### src/rtl/bmem_adapter_pkg.sv
// Shared types and constants for the cache-line to banked-memory adapter.
package bmem_adapter_pkg;

    typedef enum logic [2:0] {
        IDLE,
        RD_CMD,
        RD_BEAT,
        WR_BEAT,
        RESP
    } state_e;

    typedef enum logic {
        CL_I = 1'b0,
        CL_D = 1'b1
    } client_e;

    localparam int unsigned BEATS      = 4;
    localparam int unsigned BEAT_IDX_W = $clog2(BEATS);
    localparam int unsigned LINE_OFS_W = 5;

endpackage

### src/rtl/bmem_line_adapter_rr_arb2.sv
// Two-requester round-robin arbiter: on contention the grant goes to the
// client that was not granted last; rr_last only moves when a grant is taken.
module rr_arb2
    import bmem_adapter_pkg::*;
(
    input  logic    clk,
    input  logic    rst,
    input  logic    req_i,
    input  logic    req_d,
    input  logic    take,
    output logic    gnt_valid,
    output client_e gnt
);

    client_e rr_last_q;
    client_e rr_last_d;

    always_comb begin
        gnt_valid = req_i | req_d;
        if (req_i && req_d) begin
            if (rr_last_q == CL_I) gnt = CL_D;
            else                   gnt = CL_I;
        end else if (req_d) begin
            gnt = CL_D;
        end else begin
            gnt = CL_I;
        end
        rr_last_d = rr_last_q;
        if (take && gnt_valid) rr_last_d = gnt;
    end

    always_ff @(posedge clk) begin
        if (!rst) rr_last_q <= CL_I;
        else      rr_last_q <= rr_last_d;
    end

endmodule

### src/rtl/bmem_line_adapter.sv
// Arbitrates I/D cache line requests onto the banked-memory port, splitting
// each line into 64-bit beats and reassembling read beats into a line.
module bmem_line_adapter
    import bmem_adapter_pkg::*;
#(
    parameter int unsigned ADDR_W = 32,
    parameter int unsigned LINE_W = 256,
    parameter int unsigned BEAT_W = 64
) (
    input  logic              clk,
    input  logic              rst,
    input  logic [ADDR_W-1:0] i_addr,
    input  logic              i_read,
    output logic [LINE_W-1:0] i_rdata,
    output logic              i_resp,
    input  logic [ADDR_W-1:0] d_addr,
    input  logic              d_read,
    input  logic              d_write,
    input  logic [LINE_W-1:0] d_wdata,
    output logic [LINE_W-1:0] d_rdata,
    output logic              d_resp,
    output logic [ADDR_W-1:0] bmem_addr,
    output logic              bmem_read,
    output logic              bmem_write,
    output logic [BEAT_W-1:0] bmem_wdata,
    input  logic              bmem_ready,
    input  logic [ADDR_W-1:0] bmem_raddr,
    input  logic [BEAT_W-1:0] bmem_rdata,
    input  logic              bmem_rvalid,
    output logic              err
);

    localparam logic [ADDR_W-1:0]     OFS_MASK  = ADDR_W'((1 << LINE_OFS_W) - 1);
    localparam logic [BEAT_IDX_W-1:0] LAST_BEAT = BEAT_IDX_W'(BEATS - 1);

    state_e                state_q,   state_d;
    client_e               gnt_q,     gnt_d;
    logic [ADDR_W-1:0]     addr_q,    addr_d;
    logic [LINE_W-1:0]     wdata_q,   wdata_d;
    logic [BEAT_IDX_W-1:0] beat_q,    beat_d;
    logic [LINE_W-1:0]     i_rdata_q, i_rdata_d;
    logic [LINE_W-1:0]     d_rdata_q, d_rdata_d;
    logic                  err_q,     err_d;
    logic                  fresh_q,   fresh_d;

    logic    arb_valid;
    client_e arb_gnt;

    rr_arb2 u_arb (
        .clk      (clk),
        .rst      (rst),
        .req_i    (i_read),
        .req_d    (d_read | d_write),
        .take     (state_q == IDLE),
        .gnt_valid(arb_valid),
        .gnt      (arb_gnt)
    );

    always_comb begin
        state_d   = state_q;
        gnt_d     = gnt_q;
        addr_d    = addr_q;
        wdata_d   = wdata_q;
        beat_d    = beat_q;
        i_rdata_d = i_rdata_q;
        d_rdata_d = d_rdata_q;
        err_d     = err_q;
        fresh_d   = fresh_q;

        case (state_q)
            IDLE: begin
                // Beats trailing a reset-aborted read are expected; only flag once a grant has happened.
                if (bmem_rvalid && !fresh_q) err_d = 1'b1;
                if (arb_valid) begin
                    gnt_d   = arb_gnt;
                    beat_d  = '0;
                    fresh_d = 1'b0;
                    addr_d  = ((arb_gnt == CL_D) ? d_addr : i_addr) & ~OFS_MASK;
                    if (arb_gnt == CL_D && d_write) begin
                        wdata_d = d_wdata;
                        state_d = WR_BEAT;
                        if (d_read) err_d = 1'b1;
                    end else begin
                        state_d = RD_CMD;
                    end
                end
            end
            RD_CMD: begin
                if (bmem_rvalid) err_d = 1'b1;
                if (bmem_ready) state_d = RD_BEAT;
            end
            RD_BEAT: begin
                if (bmem_rvalid) begin
                    if (bmem_raddr == addr_q) begin
                        if (gnt_q == CL_I) i_rdata_d[int'(beat_q)*BEAT_W +: BEAT_W] = bmem_rdata;
                        else               d_rdata_d[int'(beat_q)*BEAT_W +: BEAT_W] = bmem_rdata;
                        if (beat_q == LAST_BEAT) state_d = RESP;
                        else                     beat_d  = beat_q + BEAT_IDX_W'(1);
                    end else begin
                        err_d = 1'b1;
                    end
                end
            end
            WR_BEAT: begin
                if (bmem_rvalid) err_d = 1'b1;
                if (bmem_ready) begin
                    if (beat_q == LAST_BEAT) state_d = RESP;
                    else                     beat_d  = beat_q + BEAT_IDX_W'(1);
                end
            end
            RESP: begin
                if (bmem_rvalid) err_d = 1'b1;
                state_d = IDLE;
            end
            default: state_d = IDLE;
        endcase
    end

    always_ff @(posedge clk) begin
        if (!rst) begin
            state_q   <= IDLE;
            gnt_q     <= CL_I;
            addr_q    <= '0;
            wdata_q   <= '0;
            beat_q    <= '0;
            i_rdata_q <= '0;
            d_rdata_q <= '0;
            err_q     <= 1'b0;
            fresh_q   <= 1'b1;
        end else begin
            state_q   <= state_d;
            gnt_q     <= gnt_d;
            addr_q    <= addr_d;
            wdata_q   <= wdata_d;
            beat_q    <= beat_d;
            i_rdata_q <= i_rdata_d;
            d_rdata_q <= d_rdata_d;
            err_q     <= err_d;
            fresh_q   <= fresh_d;
        end
    end

    assign bmem_read  = (state_q == RD_CMD);
    assign bmem_write = (state_q == WR_BEAT);
    assign bmem_addr  = (bmem_read || bmem_write) ? addr_q : '0;
    assign bmem_wdata = bmem_write ? wdata_q[int'(beat_q)*BEAT_W +: BEAT_W] : '0;
    assign i_resp     = (state_q == RESP) && (gnt_q == CL_I);
    assign d_resp     = (state_q == RESP) && (gnt_q == CL_D);
    assign i_rdata    = i_rdata_q;
    assign d_rdata    = d_rdata_q;
    assign err        = err_q;

endmodule

### config.mk
export PLATFORM = sky130hd
export DESIGN_NAME = bmem_line_adapter
export DESIGN_NICKNAME = d
export VERILOG_FILES = /design/src/rtl/bmem_adapter_pkg.sv /design/src/rtl/bmem_line_adapter_rr_arb2.sv /design/src/rtl/bmem_line_adapter.sv
export SDC_FILE = /design/constraint.sdc
export NUM_CORES = 2
export LEC_CHECK = 0
export CAP_MARGIN = 20
export CORE_AREA = 2 2 404 406
export CTS_CLUSTER_SIZE = 25
export DETAILED_ROUTE_END_ITERATION = 8
export DIE_AREA = 0 0 406 408
export HOLD_SLACK_MARGIN = 0.08
export PLACE_DENSITY = 0.49
export SLEW_MARGIN = 20
export SYNTH_ARGS = -nofsm -noshare
export SYNTH_HDL_FRONTEND = slang
export SYNTH_SLANG_ARGS = --single-unit
### constraint.sdc
create_clock -name clk -period 2.8 [get_ports clk]
set_input_delay 0.56 -clock clk [delete_from_list [all_inputs] [get_ports clk]]
set_output_delay 0.56 -clock clk [all_outputs]
set_load 0.02 [all_outputs]
==> results.py <==
metrics = {
    "outcome": {
        "status": "finished, violations left",
        "violations": "setup timing",
    },
    "cells_and_area": {
        "fin_area_mm2": 0.04770,
        "final_nets": 4784,
        "finish.utilization_pct": 29.51,
        "areaGrowthSynthToFinish_pct": 60.11,
        "drive_above_1_share_pct": 13.10,
        "stdcell_count": 6624,
    },
    "power_and_ir_drop": {
        "p_per_area_mw_per_mm2": 661.5,
        "p_leak_nw": 16.66,
        "clkPwrFrac_pct": 40.6,
        "peakVddDrop_mv": 0.4778,
        "p_switching_w": 0.009206,
        "seq_power_share_pct": 40.7,
        "p_comb_share_pct": 18.7,
        "p_int_w": 0.02235,
        "total_power_w": 0.03155,
        "p_sw_share_pct": 29.18,
    },
    "setup_path": {
        "cp-end-kind": "primary output",
        "setup.worst_path.start": "beat_q[0]$_SDFFE_PN0P_",
        "rr_worst_depth": 9,
        "crit_path_max_fanout": 8,
        "required_ns": 2.24,
        "path_class": "flop to primary output",
        "worstPathArrival_ns": 2.38,
        "worstReg2RegStart": "beat_q[0]$_SDFFE_PN0P_",
        "start_kind": "flop",
    },
    "sta": {
        "tightest_slew_ns": 1.147,
        "finalHoldViolations": 0,
        "max_slew_margin_pct": 23.55,
        "final.setup.worst_slack_ns": -0.1421,
        "finalSetupViolCount": 61,
        "finClkSkew_ns": 0.04901,
        "drv_slew": 0,
        "rsz0062_at_grt": "true",
        "period_needed_ns": 2.942,
        "max_freq_mhz": 339.9,
        "finalCritPeriodShare_pct": 105.1,
    },
    "floorplanning": {
        "floorplan.initialDensity_pct": 18.43,
        "dieWidth_um": 406,
        "dieArea_mm2": 0.1656,
        "core_area_mm2": 0.1617,
        "rows": 148,
        "pin_count": 1036,
        "die_h_um": 408,
    },
    "global_routing": {
        "grt_pass1_vias": 27950,
        "grt_pass1_wl_mm": 205.8,
        "grt_usage_pct": 17.15,
        "grt_antenna_before_repair": 31,
        "grt_max_degree": 205,
        "overflow": 0,
    },
    "placed_design": {
        "port_buffers": 1020,
        "post-dp-hpwl_mm": 110.7,
        "numPlacedInstances": 6402,
        "placed_area_mm2": 0.04357,
        "gp_congestion": 0.8504,
    },
    "yosys": {
        "synth_cell_types": 45,
        "synth_area_leader_cell": "dfxtp_1",
        "synthTopCellsByArea": "dfxtp_1, nand2_1, o21ai_0",
        "synth.yosys.seq_area_share_pct": 53.96,
        "yosysTopAreaCellShare_pct": 53.96,
        "ys_ff_latch": 803,
        "ys_top_cells_by_count": "dfxtp_1, nand2_1, o21ai_0, nand3_1, a21oi_1",
        "avgSynthCellArea_um2": 8.928,
        "syn_area_mm2": 0.02979,
        "yosysWarnings": 0,
        "synthArstFlopShare_pct": 0,
        "synth_edf_count": 0,
        "synthCells": 3337,
        "yosysMostFrequentCell": "dfxtp_1",
        "synth_ff_type": "dfxtp_1",
    },
    "routing": {
        "drtAntennaViolNets": 0,
        "wl_met3_mm": 11.18,
        "wirelength_met1_mm": 60.84,
        "drc_errors": 0,
        "vias_per_cell": 4.354,
        "vias": 28840,
        "detail_route.iter0.violations": 1840,
        "wl_met2_mm": 69.93,
        "wirelength_mm": 148.1,
        "avgRoutedWirePerCell_um": 22.35,
        "drt_first_pass_iters": 5,
        "top_layer": "met5",
    },
    "clock_network": {
        "clockBufferDepth": 3,
        "root_buffer": "clkbuf_16",
        "clk_pin_slew_ns": 0.06,
        "insertion_delay_ns": 0.71,
        "htree_levels": 3,
        "cts_sinks": 803,
        "numCtsBuffers": 94,
        "cts_tree": "yes",
    },
    "hold_path": {
        "min-delay-start": "d_wdata[185]",
        "hp-class": "input pin to flop",
        "hold_depth": 3,
    },
    "flow_run": {
        "drv_cap": 0,
    },
}
==> stage by stage <==
stage               setup WS [ns]  hold slack [ns]  TNS, ns
finish                    -0.1421           0.4073   -4.724
global route              -0.2641           0.3463   -12.35
CTS                       -0.2990           0.3217   -13.60
detailed placement        -0.7956           0.4441  -346.08
global placement          -0.8256           0.4398  -361.18
floorplan                  0.1584           0.4331        0
==> worst max-delay path: stages, from the launching register on <==
cell and delay, ns:
dfxtp_4 0.48, buf_12 0.20, buf_12 0.15, mux4_2 0.50
and3_4 0.20, buf_6 0.12
==> cells by family (layout without fill, tap and decap cells) <==
kind of cell | after synthesis | in the layout | share of synthesized area (%)
AOI/OAI and AO/OA | 816 | 816 | 15.66
xor gates and xnor gates | 27 | 27 | 0.7938
adders and majority gates | 5 | 5 | 0.2100
buffers and inverters | 317 | 1402 | 4.548
DFF | 803 | 803 | 53.96
muxes | 92 | 92 | 5.779
other | 1 | 28 | 0.01259
and+or+nand+nor | 1276 | 1276 | 19.04
==> timing repair <==
action,in CTS,in global routing
setup buffers,28,7
gates resized for setup,532,13
setup endpoints to repair,534,113
hold buffers,1,0
gates cloned,3,0
pin swaps,22,4
hold endpoints to repair,1,0
==> placed cells by master, fill, tap and decap left out, types with 5 or more instances in the layout <==
master / n
xnor2_1: 25
inv_1: 6
buf_4: 113
clkbuf_16: 95
o21ai_0: 387
conb_1: 5
mux4_2: 64
a21oi_1: 263
clkbuf_1: 19
clkbuf_8: 24
mux2i_1: 28
nand2_1: 714
a211oi_1: 27
dlygate4sd2_1: 30
dfxtp_1: 800
a22o_1: 124
buf_12: 66
bufinv_16: 7
nand3_1: 386
buf_8: 5
diode_2: 23
and3_4: 64
nor2_1: 42
clkinv_2: 11
buf_6: 88
clkdlybuf4s50_1: 924
nand4_1: 12
and2_1: 28
==> final cells by class <==
| cell class | count | area (um2) |
|---|---|---|
| fill | 17000 | 114000 |
| sequential | 803 | 16080 |
| multi-input combinational | 2221 | 12800 |
| timing repair buffer | 1229 | 12800 |
| clock buffer | 138 | 2779 |
| tap | 2175 | 2721 |
| clock inverter | 28 | 424.2 |
| antenna | 23 | 57.56 |
| inverter | 7 | 33.78 |
==> flip-flops by register name, summed over array words and instances, names as in the netlist, 2 cells and up <==
register / count
d_rdata: 256
i_rdata: 256
wdata_q: 256
addr_q: 27
state_q: 3
beat_q: 2
==> power by group through the flow <==
stage	logic (W)	clock network, W	registers, W
global placement	0.00553	0	0.0130
floorplan	0.00303	0	0.0128
detailed placement	0.00557	0	0.0131
finish	0.00589	0.0128	0.0128
CTS	0.00594	0.0132	0.0128
global route	0.00638	0.0137	0.0129
==> path summary, 6_finish.rpt <==
kind	endpoint	slack, ns
max	bmem_wdata[52]	-0.14
min	wdata_q[185]$_SDFFE_PN0P_	0.41
max reg2reg	d_rdata[39]$_SDFFE_PN0P_	0.12
min reg2reg	wdata_q[168]$_SDFFE_PN0P_	0.45
==> metal layers <==
metal | track usage [%] | vias to the layer above
met5 | 0 | -
met3 | 4.645 | 250
met2 | 28.07 | 1025
met4 | 7.723 | 6
li1 | - | 13690
met1 | 20.89 | 13870
Power figures use the tool's default switching activity.
